==> src/rtl/ahb_fabric_pkg.sv <==
// Shared definitions for the single-master AHB-Lite fabric.
// Holds the address map, the transfer FSM states and the HRESP encodings.
// Entries beyond NSLV in the map are simply not decoded.
package ahb_fabric_pkg;

  localparam int MAX_SLV = 8;

  // Slave i is hit when (HADDR & MASK[i]) == BASE[i]; lower index wins.
  localparam logic [31:0] BASE [MAX_SLV] = '{
    32'h0000_0000, 32'h2000_0000, 32'h4000_0000, 32'h5000_0000,
    32'h6000_0000, 32'h7000_0000, 32'hA000_0000, 32'hB000_0000
  };
  localparam logic [31:0] MASK [MAX_SLV] = '{
    32'hF000_0000, 32'hFFFF_F000, 32'hF000_0000, 32'hF000_0000,
    32'hF000_0000, 32'hF000_0000, 32'hF000_0000, 32'hF000_0000
  };

  typedef enum logic [1:0] {
    IDLE = 2'd0,
    DATA = 2'd1,
    ERR1 = 2'd2,
    ERR2 = 2'd3
  } state_t;

  localparam logic RESP_OKAY  = 1'b0;
  localparam logic RESP_ERROR = 1'b1;

endpackage

==> src/rtl/ahb_fabric_if.sv <==
// Bus bundle between the master, the fabric and the NSLV slaves.
// The slave modport is the fabric's view (it is the slave of the master);
// the master modport is the surrounding environment's view.
interface ahb_fabric_if #(
  parameter int NSLV = 4
);
  logic                 HREQUEST;
  logic [31:0]          HADDR;
  logic                 HWRITE;
  logic [2:0]           HSIZE;
  logic [31:0]          HRDATA;
  logic                 HREADY;
  logic                 HRESP;
  logic [NSLV-1:0]      HSEL_S;
  logic                 HREADY_S;
  logic [NSLV-1:0]      HREADYOUT_S;
  logic [NSLV-1:0]      HRESP_S;
  logic [NSLV-1:0][31:0] HRDATA_S;

  modport slave (
    input  HREQUEST, HADDR, HWRITE, HSIZE, HREADYOUT_S, HRESP_S, HRDATA_S,
    output HRDATA, HREADY, HRESP, HSEL_S, HREADY_S
  );

  modport master (
    output HREQUEST, HADDR, HWRITE, HSIZE, HREADYOUT_S, HRESP_S, HRDATA_S,
    input  HRDATA, HREADY, HRESP, HSEL_S, HREADY_S
  );

endinterface

==> src/rtl/ahb_fabric_decoder.sv <==
// Address decoder: HADDR to one-hot slave hit plus a miss flag.
// Purely combinational, zero latency.
// No backpressure; the caller qualifies the result with the request.
module ahb_fabric_decoder
  import ahb_fabric_pkg::*;
#(
  parameter int NSLV = 4
) (
  input  logic [31:0]     haddr,
  output logic [NSLV-1:0] hit,
  output logic            miss
);

  // Scan from the top so the lowest matching index is the one that sticks.
  always_comb begin
    hit  = '0;
    miss = 1'b1;
    for (int i = NSLV - 1; i >= 0; i--) begin
      if ((haddr & MASK[i]) == BASE[i]) begin
        hit    = '0;
        hit[i] = 1'b1;
        miss   = 1'b0;
      end
    end
  end

endmodule

==> src/rtl/ahb_lite_fabric.sv <==
// Single-master AHB-Lite fabric: decode, data-phase mux, default slave, wait timeout.
// One-cycle address-to-data pipeline; two-cycle ERROR on unmapped or timed-out transfers.
// The selected slave's HREADYOUT stalls the master; the fabric stalls only during ERR1.
module ahb_lite_fabric
  import ahb_fabric_pkg::*;
#(
  parameter int NSLV    = 4,
  parameter int TIMEOUT = 255
) (
  input  logic        HCLK,
  input  logic        HRESET,
  ahb_fabric_if.slave bus,
  output logic        err_valid,
  output logic [31:0] err_addr,
  output logic        err_timeout,
  input  logic        err_clr
);

  localparam int SW   = (NSLV > 1) ? $clog2(NSLV) : 1;
  localparam int TOW  = $clog2(TIMEOUT + 1);
  localparam int CW   = (TOW > 8) ? TOW : 8;
  // Last wait cycle index; the transfer aborts when this wait cycle is seen.
  localparam logic [CW-1:0] TO_LAST = CW'(TIMEOUT - 1);

  state_t          state, state_nxt;
  logic [SW-1:0]   sel_d, sel_nxt, hit_idx;
  logic [31:0]     addr_d, addr_nxt;
  logic [CW-1:0]   cnt, cnt_nxt;
  logic [NSLV-1:0] hit;
  logic            miss;
  logic            hready, hresp;
  logic [31:0]     hrdata;
  logic            can_load;
  logic            fault, fault_to;
  logic [31:0]     fault_addr;

  ahb_fabric_decoder #(.NSLV(NSLV)) u_dec (
    .haddr (bus.HADDR),
    .hit   (hit),
    .miss  (miss)
  );

  assign bus.HSEL_S   = hit & {NSLV{bus.HREQUEST}};
  assign bus.HREADY   = hready;
  assign bus.HREADY_S = hready;
  assign bus.HRESP    = hresp;
  assign bus.HRDATA   = hrdata;

  // One-hot hit to binary slave index for the data-phase mux.
  always_comb begin
    hit_idx = '0;
    for (int i = 0; i < NSLV; i++) begin
      if (hit[i]) hit_idx = SW'(i);
    end
  end

  // Transfer FSM: next state, master-side response and fault detection.
  always_comb begin
    state_nxt  = state;
    sel_nxt    = sel_d;
    addr_nxt   = addr_d;
    cnt_nxt    = cnt;
    hready     = 1'b1;
    hresp      = RESP_OKAY;
    hrdata     = '0;
    can_load   = 1'b0;
    fault      = 1'b0;
    fault_to   = 1'b0;
    fault_addr = addr_d;
    case (state)
      IDLE: can_load = 1'b1;
      DATA: begin
        hready = bus.HREADYOUT_S[sel_d];
        hresp  = bus.HRESP_S[sel_d];
        hrdata = bus.HRDATA_S[sel_d];
        if (hready) begin
          can_load = 1'b1;
        end else begin
          cnt_nxt = cnt + 1'b1;
          if ((TIMEOUT != 0) && (cnt == TO_LAST)) begin
            state_nxt = ERR1;
            fault     = 1'b1;
            fault_to  = 1'b1;
          end
        end
      end
      ERR1: begin
        hready    = 1'b0;
        hresp     = RESP_ERROR;
        state_nxt = ERR2;
      end
      ERR2: begin
        hresp    = RESP_ERROR;
        can_load = 1'b1;
      end
      default: state_nxt = IDLE;
    endcase
    // Address phase completes whenever HREADY is high; a request reloads, else idle.
    if (can_load) begin
      state_nxt = IDLE;
      if (bus.HREQUEST) begin
        addr_nxt = bus.HADDR;
        cnt_nxt  = '0;
        if (miss) begin
          state_nxt  = ERR1;
          sel_nxt    = '0;
          fault      = 1'b1;
          fault_addr = bus.HADDR;
        end else begin
          state_nxt = DATA;
          sel_nxt   = hit_idx;
        end
      end
    end
  end

  // FSM and data-phase context registers.
  always_ff @(posedge HCLK or posedge HRESET) begin
    if (HRESET) begin
      state  <= IDLE;
      sel_d  <= '0;
      addr_d <= '0;
      cnt    <= '0;
    end else begin
      state  <= state_nxt;
      sel_d  <= sel_nxt;
      addr_d <= addr_nxt;
      cnt    <= cnt_nxt;
    end
  end

  // Sticky fault record: first fault kept; a fault beats a same-cycle clear.
  always_ff @(posedge HCLK or posedge HRESET) begin
    if (HRESET) begin
      err_valid   <= 1'b0;
      err_addr    <= '0;
      err_timeout <= 1'b0;
    end else if (fault) begin
      err_valid <= 1'b1;
      if (!err_valid || err_clr) begin
        err_addr    <= fault_addr;
        err_timeout <= fault_to;
      end
    end else if (err_clr) begin
      err_valid   <= 1'b0;
      err_addr    <= '0;
      err_timeout <= 1'b0;
    end
  end

endmodule

==> src/flat_wrapper.sv <==
// flat-port wrapper written by rule: the top's interface ports become plain ports
module ahb_lite_fabric_flat import ahb_fabric_pkg::*;
#(
  parameter int NSLV    = 4,
  parameter int TIMEOUT = 255
)
  (HCLK, HRESET, err_valid, err_addr, err_timeout, err_clr, bus_HREQUEST, bus_HADDR, bus_HWRITE, bus_HSIZE, bus_HREADYOUT_S, bus_HRESP_S, bus_HRDATA_S, bus_HRDATA, bus_HREADY, bus_HRESP, bus_HSEL_S, bus_HREADY_S);
  ahb_fabric_if #(.NSLV(NSLV)) bus_i ();
  input  logic HCLK;
  input  logic HRESET;
  output logic err_valid;
  output logic [31:0] err_addr;
  output logic err_timeout;
  input  logic err_clr;
  input wire logic [$bits(bus_i.HREQUEST)-1:0] bus_HREQUEST;
  input wire logic [$bits(bus_i.HADDR)-1:0] bus_HADDR;
  input wire logic [$bits(bus_i.HWRITE)-1:0] bus_HWRITE;
  input wire logic [$bits(bus_i.HSIZE)-1:0] bus_HSIZE;
  input wire logic [$bits(bus_i.HREADYOUT_S)-1:0] bus_HREADYOUT_S;
  input wire logic [$bits(bus_i.HRESP_S)-1:0] bus_HRESP_S;
  input wire logic [$bits(bus_i.HRDATA_S)-1:0] bus_HRDATA_S;
  output wire logic [$bits(bus_i.HRDATA)-1:0] bus_HRDATA;
  output wire logic [$bits(bus_i.HREADY)-1:0] bus_HREADY;
  output wire logic [$bits(bus_i.HRESP)-1:0] bus_HRESP;
  output wire logic [$bits(bus_i.HSEL_S)-1:0] bus_HSEL_S;
  output wire logic [$bits(bus_i.HREADY_S)-1:0] bus_HREADY_S;
  assign bus_i.HREQUEST = bus_HREQUEST;
  assign bus_i.HADDR = bus_HADDR;
  assign bus_i.HWRITE = bus_HWRITE;
  assign bus_i.HSIZE = bus_HSIZE;
  assign bus_i.HREADYOUT_S = bus_HREADYOUT_S;
  assign bus_i.HRESP_S = bus_HRESP_S;
  assign bus_i.HRDATA_S = bus_HRDATA_S;
  assign bus_HRDATA = bus_i.HRDATA;
  assign bus_HREADY = bus_i.HREADY;
  assign bus_HRESP = bus_i.HRESP;
  assign bus_HSEL_S = bus_i.HSEL_S;
  assign bus_HREADY_S = bus_i.HREADY_S;
  ahb_lite_fabric #(.NSLV(NSLV), .TIMEOUT(TIMEOUT)) u_core (.HCLK(HCLK), .HRESET(HRESET), .bus(bus_i), .err_valid(err_valid), .err_addr(err_addr), .err_timeout(err_timeout), .err_clr(err_clr));
endmodule
==> config.mk <==
export PLATFORM = sky130hd
export DESIGN_NAME = ahb_lite_fabric_flat
export DESIGN_NICKNAME = d
export VERILOG_FILES = /design/src/rtl/ahb_fabric_pkg.sv /design/src/rtl/ahb_fabric_if.sv /design/src/rtl/ahb_fabric_decoder.sv /design/src/rtl/ahb_lite_fabric.sv /design/src/flat_wrapper.sv
export SDC_FILE = /design/constraint.sdc
export NUM_CORES = 1
export LEC_CHECK = 0
export CORE_MARGIN = 2
export CORE_UTILIZATION = 30
export DETAILED_ROUTE_END_ITERATION = 12
export GPL_ROUTABILITY_DRIVEN = 1
export PLACE_DENSITY = 0.66
export SETUP_SLACK_MARGIN = 0.4
export SLEW_MARGIN = 0
export SYNTH_ARGS = -nofsm -noshare
export SYNTH_HDL_FRONTEND = slang
export SYNTH_HIERARCHICAL = 1
export SYNTH_SLANG_ARGS = --single-unit
==> constraint.sdc <==
create_clock -name HCLK -period 2.65 [get_ports HCLK]
set_input_delay 0.53 -clock HCLK [delete_from_list [all_inputs] [get_ports HCLK]]
set_output_delay 0.53 -clock HCLK [all_outputs]
set_load 0.05 [all_outputs]
==> qor.csv, run 1 <==
stage,metric,value,unit
global_route,initial antenna violation count,10,
power_and_ir_drop,Clock Power Share,13.0,%
sta,FMAX,0.402,GHz
floorplanning,Die W,132,um
critical_path,Worst Path Buf+Inv,3,
yosys,Post-synth EDFFs,0,
job,Max Cap Viol,0,
power_and_ir_drop,worst ir drop on vdd,0.796,mV
drt,drt first pass iters,5,
yosys,Post-synth top flop,dfrtp_1,
yosys,Cell variety after synth,42,
layout,Sequential Area,0.00195,mm2
critical_path,"slowest stage delay, CP",0.53,ns
sta,Tightest Pin Transition,0.545,ns
critical_path,CP Launch Type,register,
layout,fillcell total,1333,
global_route,GR Util met2,41.9,%
yosys,most frequent cell after synthesis,nand2_1,
critical_path,CP Data Required Time,2.12,ns
yosys,Ys Warns,6,
place,dpl ws,-0.0550,ns
power_and_ir_drop,static leakage,3.83,nW
yosys,largest area contributor in the netlist,dfrtp_1,
sta,Setup TNS Final,0,ns
sta,RSZ-0062 raised after global routing,yes,
sta,skew final,0.00387,ns
critical_path,"slowest stage cell, crit path",mux4_2,
clock_network,"Reg clk slew, reported paths",0.06,ns
critical_path,"CP delay by family, top",multiplexers,
place,placer congestion estimate,0.960,
drt,antenna-violating nets left,0,
clock_network,CTS root buf,clkbuf_16,
yosys,Syn Nets,687,
clock_network,H-tree depth,3,
drt,# DRC,0,
global_route,total track usage,22.8,%
global_route,Overflow after GRT,0,
critical_path,Crit Path Class,reg2out,
place,port bufs,244,
sta,Fin. Hold Viols,0,
sta,Tmin final,2.49,ns
sta,fin worst setup slack,0.164,ns
yosys,sequential-to-total area share from yosys stat,39.8,%
place,DP Wirelength,15.2,mm
floorplanning,row count,46,
layout,area growth from synthesis to layout,88.0,%
drt,WL final,20.8,mm
drt,Wirelength per Cell,20.5,um
power_and_ir_drop,Cell Int Power,5.10,mW
sta,pins over their slew limit,0,
yosys,post-synth design cell area,0.00490,mm2
layout,Final Util,57.8,%
clock_network,CTS tree,done,
status,status,"finished, final reports clean",
floorplanning,Ports,249,
sta,period utilization,93.8,%
global_route,vias in the first global route,5263,
yosys,mean post-synth cell area,9.70,um2
power_and_ir_drop,sw frac,45.3,%
yosys,"FFs w/ async S/R, synth",100,%
critical_path,CP Capture Type,primary output,
clock_network,TritonCTS Sinks,78,
global_route,first-pass GRT wire length,30.5,mm
sta,final setup violation count,0,
power_and_ir_drop,Gate power share,65.3,%
yosys,"FF+latch count, synth",78,
clock_network,worst skew pair latency,0.33,ns
critical_path,Crit Path Max Fanout,7,
global_route,busiest grt layer,met2,
global_route,M3 GR Usage,5.34,%
layout,Final #Nets,966,
critical_path,CP cell instances,buf_12 -> buf_12 -> mux4_2 -> a211oi_2 -> nor2_2 -> buf_12,
floorplanning,core area,0.0159,mm2
clock_network,CTS Buf Count,9,
global_route,met1 GRT Util,25.4,%
layout,share of cells above drive strength 1,29.9,%
yosys,most frequent cells after synthesis,"nand2_1, dfrtp_1, and2_1",
sta,Relative slew margins,63.6,%
drt,DRT iter0 DRCs,243,
yosys,Synth area leaders,"dfrtp_1, mux4_2, nand2_1",
layout,multi-input combinational cell area,0.00291,mm2
critical_path,Worst EP arrival,1.96,ns
power_and_ir_drop,sequential power share,21.8,%
power_and_ir_drop,NetSw,4.22,mW
critical_path,Crit path top cell by count,buf_12,
yosys,share of the synthesized area in the top cell type,39.8,%
clock_network,Clock Tree Buf Depth,2,
global_route,largest net degree at the start of global routing,79,
hold_path,Min-Delay Path Class,in2reg,
floorplanning,Die ar.,0.0174,mm2
power_and_ir_drop,PD cells,1010,mW/mm2
drt,vias,5170,
floorplanning,Die Ht,132,um
drt,via density per instance,5.10,
yosys,post-synthesis cell count,505,
floorplanning,Initial Utilization,30.7,%
timing repair:
item,in CTS,in global routing
hold buffers,0,0
endpoints found under the hold margin,0,0
buffers inserted,17,1
endpoints found under the setup margin,95,111
resized for setup,75,65
gates cloned,5,2
pin swaps,16,21
final timing paths:
| kind | start | endpoint | slack, ns | cells past startpoint |
|---|---|---|---|---|
| hold reg to reg | u_core/addr_d[29] | u_core/addr_d[29] | 0.48 | 2 |
| hold / removal | bus_HADDR[27] | u_core/addr_d[27] | 0.44 | 3 |
| min in group asynchronous | HRESET | u_core/err_addr[22] | 0.66 | 3 |
| setup reg to reg | u_core/sel_d[0] | u_core/err_addr[1] | 0.22 | 10 |
| setup / recovery | u_core/sel_d[0] | bus_HRESP | 0.16 | 6 |
| max in group asynchronous | HRESET | u_core/sel_d[0] | 1.61 | 3 |
sequential cells by signal (all words and copies together) (netlist names):
name,cells
u_core/addr_d,32
u_core/cnt,8
u_core/err_addr,32
u_core/err_timeout,1
u_core/err_valid,1
u_core/sel_d,2
u_core/state,2
worst register-to-register path: stages (launching register included):
cell and delay, ns:
dfrtp_2 0.43, buf_12 0.16, buf_4 0.13, buf_6 0.11, or3b_4 0.39, o221ai_4 0.26
a311o_2 0.29, nand2b_4 0.12, buf_12 0.16, buf_12 0.13, a32oi_1 0.17
metal layers:
metal	routed length (um)	vias to the layer above	share of wire [%]
met5	10	-	0.048
met3	1400	31	6.7
met2	11200	252	54
li1	-	2343	-
met4	603	2	2.9
met1	7590	2542	37
layout make-up:
| type | instances | area share [%] |
|---|---|---|
| multi-input cells | 346 | 31.6 |
| diodes | 9 | 0.244 |
| repair buffers | 311 | 39.3 |
| well taps | 216 | 2.93 |
| flip-flops and latches | 78 | 21.2 |
| clock buffers | 10 | 2.49 |
| clock inverters | 6 | 0.666 |
| inverters | 38 | 1.59 |
kinds of logic (layout without fill, tap and decap cells):
family	after synthesis	after routing	synth area share [%]
flip-flops	78	78	39.8
buffers and inverters	81	365	7.94
other	0	9	0
adder cells (fa/ha/maj)	6	6	1.53
AO/OA/AOI/OAI	76	76	12.1
multiplexers	37	37	16.2
AND/OR/NAND/NOR	220	220	21.1
XOR/XNOR	7	7	1.25
power by group through the flow:
| stage | clock (mW) | combinational [mW] | sequential, mW |
|---|---|---|---|
| 6_report | 1.21 | 6.08 | 2.03 |
| 2_1_floorplan | 0 | 2.35 | 2.83 |
| 4_1_cts | 1.24 | 5.84 | 2.02 |
| 3_5_place_dp | 0 | 5.32 | 2.03 |
| 3_3_place_gp | 0 | 5.23 | 2.01 |
| 5_1_grt | 1.30 | 6.40 | 2.09 |
per-stage QoR:
stage	power [mW]	instances	cell area [um2]	hold WS [ns]
2_1_floorplan	5.18	505	4910	0.445
3_5_place_dp	7.35	964	8160	0.462
6_report	9.32	1014	9210	0.444
5_1_grt	9.79	1014	9210	0.456
4_1_cts	9.09	1002	8900	0.477
3_3_place_gp	7.24	964	8160	0.458
placed cells by master, fill, tap and decap left out, types with 13 or more instances in the layout:
master             n
a31oi_1           27
a32oi_1           14
a32oi_2           18
and2_1            15
and2_4            24
buf_12            51
buf_4             37
clkdlybuf4s50_1  181
dfrtp_1           77
dlygate4sd2_1     13
inv_1             37
mux4_2            34
nand2_1          133
(Power assumes the default switching activity.)
==> run 2: changes to the inputs <==
--- a/config.mk
+++ b/config.mk
@@ -6,10 +6,10 @@
 export NUM_CORES = 1
 export LEC_CHECK = 0
 export CORE_MARGIN = 2
-export CORE_UTILIZATION = 30
+export CORE_UTILIZATION = 37
 export DETAILED_ROUTE_END_ITERATION = 12
 export GPL_ROUTABILITY_DRIVEN = 1
-export PLACE_DENSITY = 0.66
+export PLACE_DENSITY = 0.78
 export SETUP_SLACK_MARGIN = 0.4
 export SLEW_MARGIN = 0
 export SYNTH_ARGS = -nofsm -noshare
==> run 2 against run 1 <==
  * Sequential power about the same
  * Critical path depth up 3
  * Largest cell class unchanged
  * Highest routed layer is now met4
  * Global-route usage up 4.9 points
  * Combinational power down 6.1%
  * Via count up 2.5%
  * Clock skew up 0.0037 ns
==> qor.csv, run 2 (synthesis results as in run 1) <==
stage,metric,value,unit
clock_network,worst skew pair latency,0.32,ns
sta,pins over their slew limit,0,
global_route,total track usage,27.7,%
place,port bufs,244,
critical_path,R2R depth,9,
critical_path,Crit Path Max Fanout,5,
global_route,largest net degree at the start of global routing,38,
power_and_ir_drop,PD cells,1010,mW/mm2
global_route,Overflow after GRT,0,
clock_network,"Reg clk slew, reported paths",0.06,ns
layout,Final #Nets,958,
status,status,"finished, final reports clean",
layout,Final Util,68.1,%
clock_network,H-tree depth,3,
layout,fillcell total,924,
place,placer congestion estimate,0.972,
critical_path,Crit Path Class,reg2reg,
drt,# DRC,0,
critical_path,Crit Reg-Reg Endpoint,u_core/err_addr[21],
layout,share of cells above drive strength 1,24.6,%
global_route,vias in the first global route,5287,
layout,most common library cell in the layout ignoring fill and taps,clkdlybuf4s50_1,
sta,Tmin final,2.42,ns
place,dpl ws,-0.153,ns
clock_network,CTS root buf,clkbuf_16,
clock_network,CTS Buf Count,9,
sta,final setup violation count,0,
drt,vias,5297,
sta,RSZ-0062 raised after global routing,yes,
critical_path,CP Capture Type,register,
sta,FMAX,0.414,GHz
global_route,first-pass GRT wire length,30.4,mm
drt,WL final,20.7,mm
place,DP Wirelength,15.2,mm
critical_path,CP Data Required Time,2.87,ns
clock_network,TritonCTS Sinks,78,
sta,period utilization,91.2,%
clock_network,CTS tree,done,
critical_path,crit path from,u_core/sel_d[0],
power_and_ir_drop,worst ir drop on vdd,0.717,mV
hold_path,Min-Delay Path Class,reg2reg,
clock_network,hold buffers post-CTS,0,
drt,Wirelength per Cell,21.5,um
sta,Relative slew margins,63.2,%
job,Max Cap Viol,0,
power_and_ir_drop,static leakage,3.77,nW
layout,Top Registers,"u_core/addr_d x32, u_core/err_addr x32, u_core/cnt x8",
global_route,initial antenna violation count,3,
sta,skew final,0.00753,ns
layout,area growth from synthesis to layout,81.9,%
floorplanning,core area,0.0131,mm2
floorplanning,Die W,119,um
drt,via density per instance,5.52,
clock_network,Clock Tree Buf Depth,2,
critical_path,Worst EP arrival,2.64,ns
sta,fin worst setup slack,0.233,ns
layout,"commonest non-fill, non-tap cells in the layout","clkdlybuf4s50_1, nand2_1, dfrtp_1, buf_12, inv_1",
drt,DRT iter0 DRCs,369,
critical_path,CP Capture Point,u_core/err_addr[21],
floorplanning,Ports,249,
critical_path,reg2reg setup slack,0.23,ns
critical_path,FF-to-FF Start,u_core/sel_d[0],
floorplanning,row count,42,
sta,Fin. Hold Viols,0,
floorplanning,Die Ht,119,um
sta,Tightest Pin Transition,0.550,ns
drt,antenna-violating nets left,0,
drt,drt first pass iters,5,
critical_path,CP Launch Type,register,
floorplanning,Die ar.,0.0142,mm2
floorplanning,Initial Utilization,37.4,%
[run 2: changes by cell type in the layout (fill, tap and decap cells not counted), moves of 4 or more]
| cell | before | now |
|---|---|---|
| and2_4 | 24 | 8 |
| a32oi_1 | 14 | 27 |
| and2_1 | 15 | 31 |
| clkbuf_2 | 5 | 0 |
| a31oi_2 | 4 | 0 |
| a32oi_2 | 18 | 5 |
| a31oi_1 | 27 | 32 |
| diode_2 | 9 | 3 |
| buf_16 | 5 | 0 |
| buf_6 | 11 | 16 |
| dlymetal6s2s_1 | 0 | 5 |
| dlygate4sd2_1 | 13 | 19 |
| clkdlybuf4s15_1 | 6 | 0 |
| buf_4 | 37 | 27 |
[run 2: cell type report]
class                      instances  area [um2]  share of cell area (%)
antenna                            3        7.51                  0.0842
multi-input combinational        346        2750                    30.9
clock inverter                     4        55.1                   0.618
sequential                        78        1960                    21.9
tap                              176         220                    2.47
inverter                          38         146                    1.64
clock buffer                      12         246                    2.76
timing repair buffer             303        3530                    39.6
[run 2: power breakdown]
part / leakage, nW / switching [mW] / total (mW) / internal [mW]
logic: 2.65 / 3.34 / 5.71 / 2.38
registers: 0.974 / 0.327 / 2.05 / 1.72
clock network: 0.143 / 0.485 / 1.25 / 0.762
[run 2: per-stage QoR]
step	std cells	power, mW	hold WS [ns]	cell area (um2)	setup TNS [ns]
finish	960	9.01	0.481	8910	0
global route	960	9.38	0.510	8910	0
CTS	948	8.83	0.481	8660	0
detailed placement	914	7.32	0.465	8020	-3.64
global placement	914	7.18	0.458	8020	-2.20
floorplan	505	5.18	0.445	4910	0
[run 2: layer usage]
metal	up-vias	routed length [um]	track usage, %
met3	47	1740	5.03
li1	2321	-	-
met2	343	10700	50.2
met4	0	629	8.63
met5	-	0	0
met1	2586	7610	33.2
[run 2: timing repair]
action,in CTS,in global routing
gates cloned,1,5
endpoints found under the hold margin,0,0
resized for setup,66,29
setup buffers,17,4
pin swaps,9,25
endpoints found under the setup margin,73,73
[run 2: worst min path at each step]
| stage | start | endpoint | slack (ns) | depth (start not counted) |
|---|---|---|---|---|
| floorplan | u_core/addr_d[0] | u_core/addr_d[0] | 0.45 | 2 |
| CTS | u_core/addr_d[18] | u_core/addr_d[18] | 0.48 | 2 |
| finish | u_core/addr_d[9] | u_core/addr_d[9] | 0.48 | 2 |
| detailed placement | u_core/addr_d[5] | u_core/addr_d[5] | 0.46 | 2 |
| global placement | u_core/addr_d[11] | u_core/addr_d[11] | 0.46 | 2 |
| global route | u_core/addr_d[18] | u_core/addr_d[18] | 0.51 | 2 |
[run 2: worst max-delay path: stages, from the launching register on]
cell and delay [ns]:
dfrtp_2 0.44, buf_4 0.14, mux4_2 0.56, buf_6 0.15, nor4b_4 0.26, buf_4 0.17
buf_6 0.12, clkbuf_16 0.14, a31oi_1 0.10, a32oi_1 0.24
==> run 3: changes to the inputs <==
--- a/config.mk
+++ b/config.mk
@@ -9,7 +9,7 @@
 export CORE_UTILIZATION = 37
 export DETAILED_ROUTE_END_ITERATION = 12
 export GPL_ROUTABILITY_DRIVEN = 1
-export PLACE_DENSITY = 0.78
+export PLACE_DENSITY = 0.88
 export SETUP_SLACK_MARGIN = 0.4
 export SLEW_MARGIN = 0
 export SYNTH_ARGS = -nofsm -noshare
==> run 3 against run 2 <==
  * Die area did not move
  * Critical path depth is 1 higher
  * Clock-buffer cell count fell by 2
  * Combinational power up 8.6%
  * Flip-flop and latch count is the same
  * Worst hold slack worse by 0.0022 ns
  * Register-to-register slack got worse by 0.19 ns
  * First-iteration DRC count rose by 40%
==> qor.csv, run 3 (synthesis results as in run 1) <==
stage,metric,value,unit
floorplanning,Die Ht,119,um
critical_path,CP Data Required Time,2.88,ns
power_and_ir_drop,Cell Int Power,5.01,mW
global_route,initial antenna violation count,6,
power_and_ir_drop,total power,9.42,mW
clock_network,"Reg clk slew, reported paths",0.06,ns
floorplanning,Die W,119,um
floorplanning,Die ar.,0.0142,mm2
critical_path,R2R depth,10,
status,status,"finished, final reports clean",
sta,Tightest Pin Transition,0.584,ns
layout,"commonest non-fill, non-tap cells in the layout","clkdlybuf4s50_1, nand2_1, dfrtp_1, buf_12",
drt,# DRC,0,
power_and_ir_drop,Clock Power Share,12.1,%
power_and_ir_drop,PD cells,1000,mW/mm2
hold_path,Hold Crit Depth,2,
layout,Final #Nets,973,
power_and_ir_drop,worst ir drop on vdd,0.690,mV
global_route,largest net degree at the start of global routing,59,
drt,drt first pass iters,7,
global_route,Overflow after GRT,0,
floorplanning,core area,0.0131,mm2
critical_path,CP cell instances,buf_12 -> mux4_2 -> buf_6 -> nor4b_4 -> buf_4 -> buf_6 -> buf_12 -> buf_16 -> a31oi_1 -> a32oi_1,
power_and_ir_drop,sw frac,46.8,%
floorplanning,Ports,249,
layout,Final Non-Filler Cells,978,
layout,area growth from synthesis to layout,92.0,%
sta,final setup violation count,0,
drt,vias,5390,
drt,Wirelength per Cell,22.2,um
clock_network,CTS root buf,clkbuf_16,
clock_network,CTS Buf Count,9,
drt,via density per instance,5.51,
sta,Setup TNS Final,0,ns
layout,Top Registers,"u_core/addr_d x32, u_core/err_addr x32, u_core/cnt x8",
critical_path,Worst EP arrival,2.83,ns
layout,fillcell total,850,
sta,Relative slew margins,60.9,%
sta,pins over their slew limit,0,
critical_path,Crit Path Max Fanout,7,
clock_network,worst skew pair latency,0.33,ns
critical_path,"slowest stage delay, CP",0.56,ns
drt,WL final,21.7,mm
sta,skew final,0.00802,ns
critical_path,Crit Path Class,reg2reg,
clock_network,TritonCTS Sinks,78,
sta,period utilization,98.4,%
place,Post-Place Cells,915,
place,DP Wirelength,14.1,mm
clock_network,H-tree depth,3,
layout,most common library cell in the layout ignoring fill and taps,clkdlybuf4s50_1,
power_and_ir_drop,NetSw,4.41,mW
power_and_ir_drop,sequential power share,22.1,%
hold_path,Min-Delay Path Class,reg2reg,
sta,FMAX,0.384,GHz
critical_path,CP Launch Type,register,
clock_network,CTS tree,done,
place,placer congestion estimate,0.882,
drt,antenna-violating nets left,0,
critical_path,"slowest stage cell, crit path",mux4_2,
job,Max Cap Viol,0,
place,port bufs,244,
global_route,first-pass GRT wire length,31.0,mm
floorplanning,Initial Utilization,37.4,%
sta,Fin. Hold Viols,0,
power_and_ir_drop,Gate power share,65.8,%
floorplanning,row count,42,
global_route,total track usage,28.4,%
clock_network,Clock Tree Buf Depth,2,
global_route,vias in the first global route,5511,
layout,Final Util,71.9,%
critical_path,CP Capture Type,register,
drt,DRT iter0 DRCs,516,
layout,share of cells above drive strength 1,31.9,%
sta,Tmin final,2.61,ns
sta,RSZ-0062 raised after global routing,yes,
power_and_ir_drop,static leakage,3.91,nW
==> run 3: cell count changes in the layout (fill, tap and decap cells not counted), sizes merged <==
cell / before / now
buf: 94 / 108
bufinv: 1 / 0
clkbuf: 15 / 17
clkdlybuf4s15: 0 / 10
clkinv: 1 / 2
clkinvlp: 2 / 3
diode: 3 / 7
dlygate4sd2: 19 / 11
dlymetal6s2s: 5 / 0
==> run 3: layout make-up <==
cell class | instances | area, um2 | area share (%)
timing repair buffer | 318 | 3810 | 40.5
multi-input combinational | 346 | 2980 | 31.7
clock buffer | 10 | 239 | 2.54
tap | 176 | 220 | 2.34
antenna | 7 | 17.5 | 0.186
inverter | 38 | 146 | 1.56
sequential | 78 | 1950 | 20.8
clock inverter | 5 | 33.8 | 0.359
==> run 3: repair_timing <==
item                                    4_1_cts  5_1_grt
pin swaps                                    22       38
hold buffers                                  0        0
gates cloned                                  7        4
endpoints found under the setup margin      102      105
resized for setup                            82       81
buffers inserted                             24        6
==> run 3: worst paths after layout <==
path                       slack, ns             endpoint         startpoint
max                             0.04  u_core/err_addr[21]    u_core/sel_d[0]
min                             0.48    u_core/addr_d[20]  u_core/addr_d[20]
max reg2reg                     0.04  u_core/err_addr[21]    u_core/sel_d[0]
min reg2reg                     0.48    u_core/addr_d[20]  u_core/addr_d[20]
max in group asynchronous       1.74      u_core/sel_d[1]             HRESET
min in group asynchronous       0.63  u_core/err_addr[22]             HRESET
==> run 3: metrics by stage <==
step,hold WS (ns),worst slack (ns),cell area [um2]
finish,0.479,0.0435,9410
floorplan,0.445,0.286,4910
CTS,0.478,0.207,8880
detailed placement,0.462,-0.0557,8030
global route,0.485,0.0643,9410
global placement,0.457,0.0166,8030
==> run 3: power groups by stage <==
stage | registers, mW | logic [mW] | clock network (mW)
floorplan | 2.83 | 2.35 | 0
global placement | 2.01 | 5.15 | 0
detailed placement | 2.03 | 5.26 | 0
CTS | 2.02 | 5.68 | 1.14
global route | 2.13 | 6.45 | 1.22
finish | 2.08 | 6.20 | 1.14
==> run 3: routing by layer <==
| metal | part of all wire, % | wire length, um | vias up | track usage, % |
|---|---|---|---|---|
| met4 | 5.4 | 1170 | 0 | 15.8 |
| met1 | 35 | 7540 | 2627 | 31.6 |
| li1 | - | - | 2359 | - |
| met2 | 52 | 11200 | 324 | 49.7 |
| met3 | 8.4 | 1820 | 80 | 6.80 |
| met5 | 0 | 0 | - | 0 |
==> run 3: worst max-delay path: cells and delay by family (launching register included) <==
kind	cells	cell delay, ns
buffers and inverters	6	0.79
AOI/OAI and AO/OA	2	0.42
muxes	1	0.56
DFF	1	0.39
and+or+nand+nor	1	0.34
